File: src/rtl/vga_gen.sv
// vga_gen: 640x480@60 VGA timing and colour-bar test-pattern generator.
// Latency: outputs are registered 1 clk after the counter values they decode.
// Backpressure: none; free-running, and each pixel is held for 2 clk (25 MHz pixel rate from 50 MHz).
//
// Ports:
//   clk                 50 MHz system clock, rising edge
//   RSTn                asynchronous reset, ACTIVE-HIGH despite the name (1 = reset)
//   hsync, vsync        negative-polarity syncs
//   hvalid, vvalid      visible-region qualifiers
//   r, g, b             1-bit colour, 0 outside the visible region
// Optional feature macro: VGA_GRID_EN (white 32-pixel grid over the bars).
module vga_gen #(
    parameter int unsigned H_ACTIVE = 640,
    parameter int unsigned H_FP     = 16,
    parameter int unsigned H_SYNC   = 96,
    parameter int unsigned H_BP     = 48,
    parameter int unsigned V_ACTIVE = 480,
    parameter int unsigned V_FP     = 10,
    parameter int unsigned V_SYNC   = 2,
    parameter int unsigned V_BP     = 33
) (
    input  logic clk,
    input  logic RSTn,
    output logic hsync,
    output logic vsync,
    output logic hvalid,
    output logic vvalid,
    output logic r,
    output logic g,
    output logic b
);

    localparam logic [10:0] H_ACT   = 11'(H_ACTIVE);
    localparam logic [10:0] H_TOTAL = 11'(H_ACTIVE + H_FP + H_SYNC + H_BP);
    localparam logic [10:0] HS_BEG  = 11'(H_ACTIVE + H_FP);
    localparam logic [10:0] HS_END  = 11'(H_ACTIVE + H_FP + H_SYNC);
    localparam logic [10:0] V_ACT   = 11'(V_ACTIVE);
    localparam logic [10:0] V_TOTAL = 11'(V_ACTIVE + V_FP + V_SYNC + V_BP);
    localparam logic [10:0] VS_BEG  = 11'(V_ACTIVE + V_FP);
    localparam logic [10:0] VS_END  = 11'(V_ACTIVE + V_FP + V_SYNC);
    // Eight equal bars across the visible width.
    localparam logic [10:0] BAR_W   = 11'(H_ACTIVE / 8);

    logic        r_phase;
    logic [10:0] r_hcnt;
    logic [10:0] r_vcnt;
    logic        r_hsync;
    logic        r_vsync;
    logic        r_hvalid;
    logic        r_vvalid;
    logic [2:0]  r_rgb;

    logic        w_hvalid;
    logic        w_vvalid;
    logic        w_hsync;
    logic        w_vsync;
    logic [10:0] w_bar;
    logic [2:0]  w_rgb;

    // Pixel counters advance only on the second clk of each pixel.
    always_ff @(posedge clk or posedge RSTn) begin
        if (RSTn) begin
            r_phase <= 1'b0;
            r_hcnt  <= 11'd0;
            r_vcnt  <= 11'd0;
        end else begin
            r_phase <= ~r_phase;
            if (r_phase) begin
                if (r_hcnt == H_TOTAL - 11'd1) begin
                    r_hcnt <= 11'd0;
                    if (r_vcnt == V_TOTAL - 11'd1) begin
                        r_vcnt <= 11'd0;
                    end else begin
                        r_vcnt <= r_vcnt + 11'd1;
                    end
                end else begin
                    r_hcnt <= r_hcnt + 11'd1;
                end
            end
        end
    end

    // Decode of the current counter values.
    always_comb begin
        w_hvalid = (r_hcnt < H_ACT);
        w_vvalid = (r_vcnt < V_ACT);
        w_hsync  = !((r_hcnt >= HS_BEG) && (r_hcnt < HS_END));
        w_vsync  = !((r_vcnt >= VS_BEG) && (r_vcnt < VS_END));
        w_bar    = r_hcnt / BAR_W;
        w_rgb    = 3'd0;
        if (w_hvalid && w_vvalid) begin
            // Bar 0 is white (111) counting down to bar 7 black (000).
            w_rgb = 3'd7 - w_bar[2:0];
`ifdef VGA_GRID_EN
            if ((r_hcnt[4:0] == 5'd0) || (r_vcnt[4:0] == 5'd0)) begin
                w_rgb = 3'd7;
            end
`else
`endif
        end
    end

    always_ff @(posedge clk or posedge RSTn) begin
        if (RSTn) begin
            r_hsync  <= 1'b1;
            r_vsync  <= 1'b1;
            r_hvalid <= 1'b0;
            r_vvalid <= 1'b0;
            r_rgb    <= 3'd0;
        end else begin
            r_hsync  <= w_hsync;
            r_vsync  <= w_vsync;
            r_hvalid <= w_hvalid;
            r_vvalid <= w_vvalid;
            r_rgb    <= w_rgb;
        end
    end

    assign hsync  = r_hsync;
    assign vsync  = r_vsync;
    assign hvalid = r_hvalid;
    assign vvalid = r_vvalid;
    assign r      = r_rgb[2];
    assign g      = r_rgb[1];
    assign b      = r_rgb[0];

endmodule

File: config.mk
export PLATFORM = sky130hd
export DESIGN_NAME = vga_gen
export DESIGN_NICKNAME = d
export VERILOG_FILES = /design/src/rtl/vga_gen.sv
export SDC_FILE = /design/constraint.sdc
export NUM_CORES = 1
export LEC_CHECK = 0
export ABC_CLOCK_PERIOD_IN_PS = 2130
export CORE_MARGIN = 3
export CORE_UTILIZATION = 59
export CTS_CLUSTER_SIZE = 8
export DETAILED_ROUTE_END_ITERATION = 10
export GPL_ROUTABILITY_DRIVEN = 1
export MAX_ROUTING_LAYER = met4
export PLACE_DENSITY = 0.78
export SYNTH_ARGS = -nofsm -noshare
export SYNTH_HDL_FRONTEND = slang
export SYNTH_SLANG_ARGS = --single-unit
File: constraint.sdc
create_clock -name clk -period 2.13 [get_ports clk]
set_input_delay 0.3195 -clock clk [delete_from_list [all_inputs] [get_ports clk]]
set_output_delay 0.3195 -clock clk [all_outputs]
set_load 0.1 [all_outputs]
==> flow_metrics.tcl <==
set metrics [dict create \
    rsz0062_at_grt "no" \
    setup_ws_ns 0.1802 \
    synthTopCellsByArea "dfrtp_1 (39%), xnor2_1 (5.9%), nand2_1 (3.1%)" \
    ios 9 \
    numCtsBuffers 5 \
    antenna_found_initial 0 \
    syn-cell-area_mm2 0.001789 \
    nets 215 \
    synth_cell_types 47 \
    final_common_cell "dfrtp_1" \
    cts_tree "built" \
    crit_fanout 8 \
    synth_top_family_by_area "simple AND/OR/NAND/NOR gates" \
    maxSlewViolCount 0 \
    synthFlopType "dfrtp_1" \
    fin_crit_sh 0.9154 \
    area_growth_pct 11.40 \
    drc_errors 0 \
    postLayoutCoreUtil 0.7046 \
    tns_ns 0 \
    grt_usage 0.2320 \
    cp.arrival_ns 2.17 \
    cellLeakagePower_nw 0.8767 \
    drtPass1Iterations 4 \
    synthXorXnorAreaFrac 0.07762 \
    grt_pass1_vias 1380 \
    htreeDepth 2 \
    cp.buffers_inverters 0 \
    synth-seq-cells 30 \
    powerDensity_mw_per_mm2 467.4 \
    crit_type "register to register" \
    path_clk_slew_ns 0.09 \
    num_rows 19 \
    wire_per_inst_um 14.99 \
    fmax_mhz 512.9 \
    reg2reg_from "r_hcnt[4]$_DFFE_PP0P_" \
    avgViaCountPerCell 6.124 \
    postRouteAntennaNets 0 \
    hold_viol_final 0 \
    r2r_end "r_vcnt[8]$_DFFE_PP0P_" \
    ctsHoldBuffers 0 \
    pre_cts_ws_ns 0.1903 \
    place_inst 233 \
    yosys.area.top_type_share 0.3916 \
    cts_resized 0 \
    startpoint_type "register" \
    path_cells "or3b_4, or3_4, or3_4, xnor2_2" \
    fin_cells 241 \
    start_util 0.6325 \
    critPathSlowestCell "dfrtp_1" \
    grt_pass1_wl_mm 6.051 \
    core_region_area_mm2 0.002829 \
    peakVddDrop_mv 0.5098 \
    synth_top_area_cell "dfrtp_1" \
    initialDrtViolationCount 70 \
    cts_buffer_depth 2 \
    syn_avg_cell_area_um2 9.175 \
    end_kind "register" \
    clock-sinks 30 \
    max_stage_delay_ns 0.47 \
    gp_congestion 0.8935 \
    synth-edff-count 0 \
    cp.required_ns 2.35 \
    wl_mm 3.612 \
    ys_async_sr_fraction 1.000 \
    synth_adder_area_share 0.02797 \
    io_buffers 8 \
    n_antenna_cell 0 \
    dieArea_mm2 0.003730 \
    synth_warnings 0 \
    cts_setup_buffers 0 \
    final_cell_mix "dfrtp_1 (28), buf_4 (18), nand2_1 (15)" \
    p_total_uw 931.5 \
    grt_max_degree 18 \
    die_x_um 61.07 \
    syn-num-nets 201 \
    die_h_um 61.07 \
    detailed_place_hpwl_mm 2.633 \
    synth_cells 195 \
    rr_worst_depth 4 \
    reg2reg_slack_ns 0.18 \
    critical_path.top_delay_family "simple AND/OR/NAND/NOR gates" \
    max-slew-margin-rel 0.6372 \
    finalCriticalPeriod_ns 1.950 \
    critPathLaunch "r_hcnt[4]$_DFFE_PP0P_" \
    grt_overflow 0 \
    synth-simple-area-share 0.2895 \
    max_cap_violations 0 \
    timing.critical_path.mode_cell "or3_4" \
    ys_seq_area_frac 0.4210 \
    skew_ns 0.01671 \
    clock_latency_ns 0.33 \
    tightest_slew_ns 0.5436 \
    clockRootBuffer "clkbuf_4" \
    vias 1476 \
    hp-class "input port to asynchronous set/reset pin" \
    layout-drive-gt1-share 0.1619 \
    outcome "finished clean" \
    synth_mux_area_frac 0.01678 \
    setup_viol 0 \
    synth_compound_area_frac 0.1063 \
]
[metal layers]
layer,global-route usage,vias to the layer above,part of all wire
met5,-,-,0
met1,0.3154,717,0.48
met4,0.08359,0,0.0066
met2,0.3248,42,0.46
li1,-,715,-
met3,0.07338,2,0.056
[worst register-to-register path: stages (launching register included)]
cell and delay [ns]:
dfrtp_1 0.47, or3b_4 0.44, or3_4 0.41, or3_4 0.39
xnor2_2 0.13
[cells by family (layout without fill, tap and decap cells)]
group	Yosys count	in the layout
AOI/OAI and AO/OA	28	28
xor gates and xnor gates	15	15
adders and majority gates	4	4
buffers and inverters	26	41
DFF	30	30
muxes	3	3
and+or+nand+nor	89	89
[area by class of cell]
type,instances,area [µm²]
multi-input combinational,139,927.1
clock buffer,7,55.05
fill,226,835.8
tap,31,38.79
inverter,13,48.80
timing repair buffer,20,165.2
clock inverter,1,5.005
sequential,30,753.2
[stage by stage]
step	instance area (µm²)	hold slack, ns
floorplan	1789	0.4088
global placement	1933	0.5047
detailed placement	1933	0.5176
CTS	1993	0.3543
global route	1993	0.3600
finish	1993	0.3330
[sequential cells by signal (all words and copies together), names as in the netlist]
register,cells
r_hcnt,11
r_vcnt,11
r_rgb,3
hsync,1
hvalid,1
r_phase,1
vsync,1
vvalid,1
[worst max-delay path by stage]
stage,end,cells after the start
floorplan,r_vcnt[8]$_DFFE_PP0P_,5
CTS,r_vcnt[8]$_DFFE_PP0P_,4
global route,r_vcnt[8]$_DFFE_PP0P_,4
finish,r_vcnt[8]$_DFFE_PP0P_,4
global placement,r_vcnt[8]$_DFFE_PP0P_,4
detailed placement,r_vcnt[8]$_DFFE_PP0P_,4
[power by group]
| group | total, mW | internal, mW | switching [mW] | leakage [nW] |
|---|---|---|---|---|
| Combinational | 0.0163 | 0.00531 | 0.0110 | 0.470 |
| Clock | 0.346 | 0.160 | 0.186 | 0.0353 |
| Sequential | 0.569 | 0.569 | 0 | 0.372 |
| Total | 0.932 | 0.734 | 0.197 | 0.877 |
[cell usage after synthesis (5+ instances only)]
library cell  count
clkbuf_1          9
dfrtp_1          28
inv_1            13
nand2_1          15
nand3_1          11
nand4_1           9
nor2_1           12
nor2b_1           8
nor4b_1           5
o21ai_0           8
xnor2_1          12
No activity file was read; power rests on OpenSTA's default activity.
